===== config.mk =====
export PLATFORM = sky130hd
export DESIGN_NAME = ocl_fifo_bank
export DESIGN_NICKNAME = d
export VERILOG_FILES = /design/src/rtl/ocl_fifo_bank.sv
export SDC_FILE = /design/constraint.sdc
export NUM_CORES = 2
export LEC_CHECK = 0
export BUFFER_PORTS_ARGS = -buffer_cell sky130_fd_sc_hd__buf_2
export CAP_MARGIN = 20
export CORE_MARGIN = 8
export CORE_UTILIZATION = 45
export DETAILED_ROUTE_END_ITERATION = 8
export PLACE_DENSITY_LB_ADDON = 0.15
export SETUP_SLACK_MARGIN = 0.4
export SYNTH_ARGS = -nofsm -noshare
export SYNTH_HDL_FRONTEND = slang
export SYNTH_SLANG_ARGS = --single-unit

===== constraint.sdc =====
create_clock -name clk_main_a0 -period 11.9 [get_ports clk_main_a0]
set_input_delay 0.595 -clock clk_main_a0 [delete_from_list [all_inputs] [get_ports clk_main_a0]]
set_output_delay 0.595 -clock clk_main_a0 [all_outputs]
set_load 0.005 [all_outputs]

===== src/rtl/ocl_fifo_bank.sv =====
// Bank of NUM_CH register-mapped FIFOs with per-channel STATUS/CTRL and sticky errors.
// Optional watermark register and interrupt level enabled by OCL_FIFO_BANK_WM_IRQ_EN.
module ocl_fifo_bank #(
  parameter int unsigned NUM_CH       = 4,
  parameter int unsigned DEPTH        = 16,
  parameter int unsigned DATA_W       = 32,
  parameter logic [31:0] BASE_ADDR    = 32'h0000_0100,
  parameter logic [31:0] UNIMPL_VALUE = 32'hDEAD_BEEF
) (
  input  logic              clk_main_a0,
  input  logic              rst_main,
  input  logic              wr_en,
  input  logic [31:0]       wr_addr,
  input  logic [31:0]       wr_data,
  output logic              wr_err,
  input  logic              rd_req,
  output logic              rd_req_ready,
  input  logic [31:0]       rd_addr,
  output logic              rd_valid,
  input  logic              rd_ready,
  output logic [31:0]       rd_data,
  output logic [1:0]        rd_resp,
  output logic [NUM_CH-1:0] ch_not_empty,
  output logic [NUM_CH-1:0] fifo_wm_irq
);
  localparam int unsigned CNT_W = $clog2(DEPTH + 1);
  localparam int unsigned PTR_W = $clog2(DEPTH);
  localparam int unsigned CH_W  = (NUM_CH > 1) ? $clog2(NUM_CH) : 1;
  localparam logic [31:0] SPAN  = 32'(16 * NUM_CH);
`ifdef OCL_FIFO_BANK_WM_IRQ_EN
  localparam logic WM_EN = 1'b1;
`else
  localparam logic WM_EN = 1'b0;
`endif

  logic [DATA_W-1:0] r_mem [NUM_CH][DEPTH];
  logic [PTR_W-1:0]  r_wr_ptr [NUM_CH];
  logic [PTR_W-1:0]  r_rd_ptr [NUM_CH];
  logic [CNT_W-1:0]  r_cnt [NUM_CH];
  logic [15:0]       r_wm [NUM_CH];
  logic [NUM_CH-1:0] r_ovf, r_unf, r_not_empty, r_wm_irq;
  logic              r_rd_valid, r_wr_err;
  logic [31:0]       r_rd_data;
  logic [1:0]        r_rd_resp;

  // Address decode; low two address bits fall out of the offset arithmetic
  logic [31:0]     w_wr_off, w_rd_off;
  logic [CH_W-1:0] w_wr_ch, w_rd_ch;
  logic [1:0]      w_wr_reg, w_rd_reg;
  logic            w_wr_map, w_rd_map, w_rd_acc;

  assign w_wr_off = wr_addr - BASE_ADDR;
  assign w_rd_off = rd_addr - BASE_ADDR;
  assign w_wr_ch  = CH_W'(w_wr_off >> 4);
  assign w_rd_ch  = CH_W'(w_rd_off >> 4);
  assign w_wr_reg = w_wr_off[3:2];
  assign w_rd_reg = w_rd_off[3:2];
  assign w_wr_map = (wr_addr >= BASE_ADDR) && (w_wr_off < SPAN) && ((w_wr_reg != 2'd3) || WM_EN);
  assign w_rd_map = (rd_addr >= BASE_ADDR) && (w_rd_off < SPAN) && ((w_rd_reg != 2'd3) || WM_EN);
  assign w_rd_acc = rd_req && !r_rd_valid;

  logic [NUM_CH-1:0] w_push, w_pop, w_full, w_empty, w_flush, w_clr, w_wm_wr;
  logic [CNT_W-1:0]  w_cnt_nxt [NUM_CH];
  logic [15:0]       w_wm_nxt [NUM_CH];

  // Per-channel events, all judged on pre-cycle state
  always_comb begin
    w_push  = '0;
    w_pop   = '0;
    w_flush = '0;
    w_clr   = '0;
    w_wm_wr = '0;
    w_full  = '0;
    w_empty = '0;
    for (int c = 0; c < NUM_CH; c++) begin
      w_cnt_nxt[c] = r_cnt[c];
      w_wm_nxt[c]  = r_wm[c];
      w_full[c]    = (r_cnt[c] == CNT_W'(DEPTH));
      w_empty[c]   = (r_cnt[c] == '0);
      if (wr_en && w_wr_map && (w_wr_ch == CH_W'(c))) begin
        w_push[c]  = (w_wr_reg == 2'd0);
        w_flush[c] = (w_wr_reg == 2'd2) && wr_data[0];
        w_clr[c]   = (w_wr_reg == 2'd2) && wr_data[1];
        w_wm_wr[c] = (w_wr_reg == 2'd3);
      end
      w_pop[c] = w_rd_acc && w_rd_map && (w_rd_ch == CH_W'(c)) && (w_rd_reg == 2'd0);
      if (w_flush[c])
        w_cnt_nxt[c] = '0;
      else
        w_cnt_nxt[c] = r_cnt[c] + CNT_W'(w_push[c] && !w_full[c]) - CNT_W'(w_pop[c] && !w_empty[c]);
      if (w_wm_wr[c])
        w_wm_nxt[c] = wr_data[15:0];
    end
  end

  always_ff @(posedge clk_main_a0) begin
    for (int c = 0; c < NUM_CH; c++)
      if (w_push[c] && !w_full[c])
        r_mem[c][r_wr_ptr[c]] <= wr_data[DATA_W-1:0];
  end

  // Channel state; a new error beats a same-cycle sticky clear
  always_ff @(posedge clk_main_a0 or posedge rst_main) begin
    if (rst_main) begin
      for (int c = 0; c < NUM_CH; c++) begin
        r_wr_ptr[c] <= '0;
        r_rd_ptr[c] <= '0;
        r_cnt[c]    <= '0;
        r_wm[c]     <= 16'(DEPTH);
      end
      r_ovf       <= '0;
      r_unf       <= '0;
      r_not_empty <= '0;
      r_wm_irq    <= '0;
    end else begin
      for (int c = 0; c < NUM_CH; c++) begin
        if (w_flush[c]) begin
          r_wr_ptr[c] <= '0;
          r_rd_ptr[c] <= '0;
        end else begin
          if (w_push[c] && !w_full[c])  r_wr_ptr[c] <= r_wr_ptr[c] + PTR_W'(1);
          if (w_pop[c] && !w_empty[c])  r_rd_ptr[c] <= r_rd_ptr[c] + PTR_W'(1);
        end
        r_cnt[c]       <= w_cnt_nxt[c];
        r_wm[c]        <= w_wm_nxt[c];
        r_ovf[c]       <= (w_push[c] && w_full[c]) || (r_ovf[c] && !w_clr[c]);
        r_unf[c]       <= (w_pop[c] && w_empty[c]) || (r_unf[c] && !w_clr[c]);
        r_not_empty[c] <= (w_cnt_nxt[c] != '0);
        r_wm_irq[c]    <= WM_EN && (w_wm_nxt[c] != 16'd0) && (16'(w_cnt_nxt[c]) >= w_wm_nxt[c]);
      end
    end
  end

  logic [31:0] w_rdata;
  logic [1:0]  w_rresp;

  always_comb begin
    w_rdata = UNIMPL_VALUE;
    w_rresp = 2'b00;
    if (w_rd_map) begin
      case (w_rd_reg)
        2'd0: begin
          if (w_empty[w_rd_ch]) begin
            w_rdata = 32'd0;
            w_rresp = 2'b10;
          end else begin
            w_rdata = 32'(r_mem[w_rd_ch][r_rd_ptr[w_rd_ch]]);
          end
        end
        2'd1: w_rdata = {w_full[w_rd_ch], w_empty[w_rd_ch], r_ovf[w_rd_ch], r_unf[w_rd_ch],
                         r_wm_irq[w_rd_ch], 11'd0, 16'(r_cnt[w_rd_ch])};
        2'd2: w_rdata = 32'd0;
        default: w_rdata = 32'(r_wm[w_rd_ch]);
      endcase
    end
  end

  // Single outstanding read response plus write error pulse
  always_ff @(posedge clk_main_a0 or posedge rst_main) begin
    if (rst_main) begin
      r_rd_valid <= 1'b0;
      r_rd_data  <= 32'd0;
      r_rd_resp  <= 2'b00;
      r_wr_err   <= 1'b0;
    end else begin
      if (w_rd_acc) begin
        r_rd_valid <= 1'b1;
        r_rd_data  <= w_rdata;
        r_rd_resp  <= w_rresp;
      end else if (r_rd_valid && rd_ready) begin
        r_rd_valid <= 1'b0;
      end
      r_wr_err <= wr_en && (!w_wr_map || ((w_wr_reg == 2'd0) && w_full[w_wr_ch]));
    end
  end

  assign wr_err       = r_wr_err;
  assign rd_valid     = r_rd_valid;
  assign rd_req_ready = !r_rd_valid;
  assign rd_data      = r_rd_data;
  assign rd_resp      = r_rd_resp;
  assign ch_not_empty = r_not_empty;
  assign fifo_wm_irq  = r_wm_irq;
endmodule

Yosys cells after proc, flatten, opt, wreduce, memory -nomap -nowiden
Memories as Yosys holds them, arrays and structs flattened. Cells that the tools add are included.

Register bits after elaboration: 164. Latch bits: 0. Bits in writable memories: 2048. ROM bits: 0. Input port bits: 101. Output and inout port bits: 45. Word-level logic and storage cells: 272. Memories kept: 1.

Add/sub/neg operators: 18. $mul: 0. Divide/modulo/power cells: 0. Order comparisons: 16. Eq/ne operators: 16. Shift-type cells: 0. Multiplexer cells: 93. Bitwise operators: 6. Reduce and logical (&&, ||, !) cells: 99.

Memories: r_mem (depth 4, width 512, rd ports 1, clocked after memory_dff 0, write ports 1, line 36) `logic [DATA_W-1:0] r_mem [NUM_CH][DEPTH];`.

Operator list (count): 2-to-1 mux 512 bit (10); OR reduction 512 bit (3); demux 32 bit (select 4 bit) (4); 2-to-1 mux 32 bit (8); binary-select mux 32 bit (select 4 bit) (1); one-hot mux 32 bit (3 select lines) (1); 2-to-1 mux 4 bit (18); greater-or-equal comparator 32 x 9 -> 1 bit, second input constant (2); less-than comparator 32 x 7 -> 1 bit, second input constant (2); subtractor 32 x 9 -> 32 bit, second input constant (2); logical AND 1 bit (52); adder 4 x 1 -> 4 bit, second input constant (8); binary-select mux 16 bit (select 2 bit) (1); 2-to-1 mux 16 bit (2); 2-to-1 mux 5 bit (6); 2-to-1 mux 1 bit (28); greater-or-equal comparator 5 bit, second input constant (5); inverter 4 -> 5 bit (5); adder 5 x 1 -> 5 bit (4); equality test 5 bit, second input constant (4); logical NOT 5 bit (4); less-than comparator 5 x 1 -> 1 bit, second input constant (4); nonzero test 5 bit (4); subtractor 5 x 1 -> 5 bit (4); other kinds (14) (66).

Depth between registers and ports, before layout
Depth after elaboration: 14. Mapped depth: 18. Mapped depth without buffers: 16.

Worst setup path before layout
OpenSTA, ideal clock, no wires.

Path kind: input port to flip-flop. Start point: in wr_addr[11]. End point: mem r_mem[2][100] in the netlist's numbering (enable). Library setup time: 461 ps. Arrival: 4788 ps. Required time: 11439 ps. Setup slack: 6651 ps. Stages: 7. Path buffers: 1. Cell sequence: or4_4 or4_1 xor2_1 o211a_1 buf_2 nand4_1 nor3_1.

Word-level cells in the longest chain between the ends: 14. Elaborated cells between the ends (all ways): 35. Those cells by class: 1 x add/sub; 2 x order compare; 18 x mux; 14 x reduce/logical.

Ends and longest elaborated chain: start: declaration (line 13) `input logic [31:0] wr_addr,`; subtractor 32 x 9 -> 32 bit (line 52) `assign w_wr_off = wr_addr - BASE_ADDR;`; less-than comparator 32 x 7 -> 1 bit (line 58) `assign w_wr_map = (wr_addr >= BASE_ADDR) && (w_wr_off < SPAN) && ((w_wr_reg != 2'd3) || WM_EN);`; logical AND 1 bit (*) (2 in a row) (line 58); logical AND 1 bit (*) (line 80) `if (wr_en && w_wr_map && (w_wr_ch == CH_W'(c))) begin`; logical AND 1 bit (line 80); 2-to-1 mux 1 bit (line 80); logical AND 1 bit (line 98) `if (w_push[c] && !w_full[c])`; 2-to-1 mux 1 bit (line 98); 2-to-1 mux 512 bit (implied by the code) (line 99) `r_mem[c][r_wr_ptr[c]] <= wr_data[DATA_W-1:0];`; OR reduction 512 bit (no source line); 2-to-1 mux 2 bit (no source line) / 2-to-1 mux 512 bit (equally long branches) (3 in a row); end: declaration (line 36).

Mark *: on every way between the ends. The rest lies on a longest branch, timed or not.

Worst setup path in the final report
Start point: in rd_addr[5]. End point: reg r_rd_data[13] (netlist: rd_data[13]).

Word-level cells in the longest chain between the ends: 12. Elaborated cells between the ends (all ways): 22. Those cells by class: 1 x add/sub; 2 x order compare; 14 x mux; 2 x bitwise; 2 x reduce/logical; 1 x memory.

Ends and longest elaborated chain: start: declaration (line 18) `input logic [31:0] rd_addr,`; subtractor 32 x 9 -> 32 bit (line 53) `assign w_rd_off = rd_addr - BASE_ADDR;`; inverter 2 -> 3 bit (implied by the code) (line 147, 153); binary-select mux 4 bit (select 2 bit) (line 147) `w_rdata = 32'(r_mem[w_rd_ch][r_rd_ptr[w_rd_ch]]);`; 2-to-1 mux 4 bit (implied by the code) (2 in a row) (line 147); inverter 4 -> 5 bit (implied by the code) (line 147); binary-select mux 32 bit (select 4 bit) (line 147); 2-to-1 mux 32 bit (implied by the code) (2 in a row) (line 147); 2-to-1 mux 32 bit (line 143) `if (w_empty[w_rd_ch]) begin`; one-hot mux 32 bit (3 select lines) (line 141) `case (w_rd_reg)`; 2-to-1 mux 32 bit (*) (line 140) `if (w_rd_map) begin`; end signal: assignment (line 168) `r_rd_data <= w_rdata;`; end: declaration (line 43) `logic [31:0] r_rd_data;`.

Mark *: on every way between the ends. The rest lies on a longest branch, timed or not. The select of a mux whose other input is x is not followed. A chain may end at the register's enable or synchronous reset.

==> impl_metrics.json <==
{
  "worstMarginPinSlew_ns": 1.15,
  "p_switching_mw": 3.17,
  "grt_setup_unrepaired": "no",
  "setup_viol": 0,
  "arrival_ns": 5.88,
  "critPathLaunchType": "primary input",
  "syn_avg_cell_area_um2": 21.5,
  "internal-power_mw": 12.1,
  "p_clk_share_pct": 42.3,
  "cts_buffers": 215,
  "globalplace.congestion": 0.801,
  "route.detailed.drc": 0,
  "synthTopCellsByCount": "2,048 x edfxtp_1, 527 x mux4_2, 337 x mux2i_1",
  "grt_max_degree": 121,
  "grtUsageMet1_pct": 30.8,
  "cts_num_sinks": 2147,
  "wl_per_cell_um": 31.4,
  "leakagePower_nw": 30.0,
  "nFillCells": 14800,
  "cp_max_fo": 120,
  "max_stage_delay_ns": 0.78,
  "yosysTopAreaCell": "edfxtp_1",
  "ir_worst_vdd_mv": 0.130,
  "placed_area_mm2": 0.0892,
  "yosysUniqueCellTypes": 66,
  "synth_top_area_share_pct": 72.2,
  "cts_tree": "yes",
  "required_ns": 12.63,
  "ios": 146,
  "drive_gt1_share_pct": 27.5,
  "grt_use_met2_pct": 33.4,
  "ys_ff_latch": 2147,
  "critical_path_class": "primary input to register",
  "rows": 159,
  "clk_path_buf_depth": 3,
  "period_share_pct": 43.3,
  "drt_wl_total_um": 217000,
  "async_reset_ff_share_pct": 4.61,
  "dp_cells": 6490,
  "yosysWarnings": 0,
  "cp-end-kind": "register",
  "synth_area_leaders": "edfxtp_1 72%, mux4_2 14%, mux2i_1 4.0%",
  "fmaxAchievable_ghz": 0.194,
  "report.final.slew_viol_count": 0,
  "clk_pin_slew_ns": 0.06,
  "power.density_mw_per_mm2": 158,
  "skew_ns": 0.0476,
  "cp_slowest_cell": "buf_4",
  "p_seq_share_pct": 54.1,
  "die_w_um": 451,
  "ys.flop_type": "edfxtp_1",
  "power_mw": 15.3,
  "port_buffers": 136,
  "grt_pass1_vias": 41800,
  "worstPathCellList": "buf_8 -> buf_12 -> buf_12 -> buf_4 -> buf_4 -> mux4_2 -> mux2i_1 -> mux2i_1 -> mux2_2 -> a221oi_1 -> nor2_1",
  "status": "finished, final reports clean",
  "layout_min_cycle_time_ns": 5.16,
  "final_nets": 4389,
  "fin_tns_setup_ns": 0,
  "vias": 41000,
  "ys_seq_area_share_pct": 75.1,
  "finalHoldViolations": 0,
  "drv_cap": 0,
  "synth-edff-count": 2048,
  "post_drt_via_cell_ratio": 5.93,
  "busiest_layer": "met2",
  "drtPass1Iterations": 5,
  "die-area_mm2": 0.203,
  "slew_headroom_pct": 23.3,
  "final_cell_area_mm2": 0.0965,
  "fin_cells": 6919,
  "clk_latency_ns": 0.85,
  "hold_path_class": "primary input to register",
  "syn_area_mm2": 0.0852,
  "syn_inst": 3960,
  "h-tree-depth": 4,
  "die_h_um": 451,
  "initial_utilization_pct": 45.3,
  "grt_pass1_wl_um": 308000,
  "design.core.area_mm2": 0.188,
  "place_hpwl_um": 111000,
  "grt-ovfl-total": 0,
  "area_growth_pct": 13.3,
  "drtIter0Drc": 4623,
  "sw_frac_of_total_pct": 20.8,
  "grtUsageMet3_pct": 3.37,
  "grt.total_usage_pct": 21.0,
  "grt_antenna_before_repair": 15,
  "antenna_left": 0,
  "cts-root-buf": "clkbuf_16",
  "pwr-share-comb_pct": 3.6,
  "yosysMostFrequentCell": "edfxtp_1"
}
## metal layers
metal / routed length (um) / up-vias
met1: 95300 / 22300
met4: 4890 / 2
met2: 103000 / 1293
met3: 14100 / 280
met5: 9 / -
li1: - / 17200
## flip-flops by register name (all words and copies together) (netlist names)
signal and count:
rd_data 32, r_mem 2048, r_rd_ptr 16, wr_err 1, ch_not_empty 4, r_ovf 4
rd_valid 1, rd_resp 1, r_cnt 20, r_wr_ptr 16, r_unf 4
## power by group through the flow
stage          registers, mW  clock network (mW)  logic [mW]
5_1_grt                 8.27                6.87       0.587
2_1_floorplan           8.43                   0       0.310
3_5_place_dp            8.43                   0       0.533
3_3_place_gp            8.43                   0       0.523
4_1_cts                 8.27                6.61       0.534
6_report                8.27                6.47       0.545
## worst paths after layout
check                             endpoint  cells past startpoint  slack, ns       start
max reg2reg                ch_not_empty[2]                     16       7.44    rd_valid
min reg2reg                     rd_resp[1]                      2       0.48  rd_resp[1]
max in group asynchronous      rd_data[16]                      4      10.17    rst_main
max                            rd_data[13]                     11       6.74  rd_addr[5]
min                                 wr_err                      4       0.09  wr_addr[2]
min in group asynchronous           wr_err                      3       0.50    rst_main
## cell families (layout without fill, tap and decap cells)
kind of cell	count (synthesis)	after routing	synth area share [%]
flip-flops	2147	2147	75.1
AO/OA/AOI/OAI	200	200	1.67
adder cells (fa/ha/maj)	48	48	0.740
AND/OR/NAND/NOR	355	355	2.25
other	1	10	0.00440
XOR/XNOR	25	25	0.257
buffers and inverters	271	726	1.42
multiplexers	913	913	18.5
## placed cells by master (no fill, tap or decap), drive strengths merged, types with 7 or more instances in the layout
cell type	netlist	routed
buf	125	268
a211o	7	7
a22o	8	8
clkbuf	88	269
nand4	30	30
a21o	7	7
nor2b	34	34
ha	44	44
inv	58	66
or3	9	9
nand3	10	10
nor3	75	75
o31ai	10	10
nor4b	8	8
o21ai	18	18
a21oi	52	52
nor2	95	95
or4	12	12
dfrtp	99	99
nor4	12	12
mux2	49	49
o211ai	8	8
edfxtp	2048	2048
a221oi	22	22
a211oi	31	31
mux4	527	527
bufinv	0	11
nand2	32	32
mux2i	337	337
clkinv	0	106
xnor2	20	20
a2111oi	8	8
nand2b	7	7
## critical path, delay by kind of cell
family | cells | cell delay [ns]
AO/OA/AOI/OAI | 1 | 0.34
buffers and inverters | 5 | 3.16
multiplexers | 4 | 1.15
AND/OR/NAND/NOR | 1 | 0.08
## final cells by class
class	instances	area, um2	area share, %
Sequential cell	2147	64000	66.3
Multi-Input combinational cell	1546	20300	21.1
Clock buffer	268	5670	5.88
Tap cell	2495	3120	3.24
Timing Repair Buffer	272	2080	2.16
Clock inverter	128	1070	1.11
Inverter	58	220	0.228
Antenna cell	5	12.5	0.0130
## metrics by stage
step	setup slack, ns	hold slack [ns]	utilization, %
detailed placement	5.92	0.467	47.5
global placement	5.89	0.456	47.5
finish	6.74	0.0881	51.3
floorplan	6.65	0.444	-
CTS	6.87	0.0138	51.1
global route	6.54	0.0566	51.3
## what timing repair did
action	in CTS	in global routing
buffers inserted	0	0
endpoints found under the hold margin	64	0
resized for setup	0	0
hold buffers	3	0
Note: power is estimated with default switching activity, not from simulation.
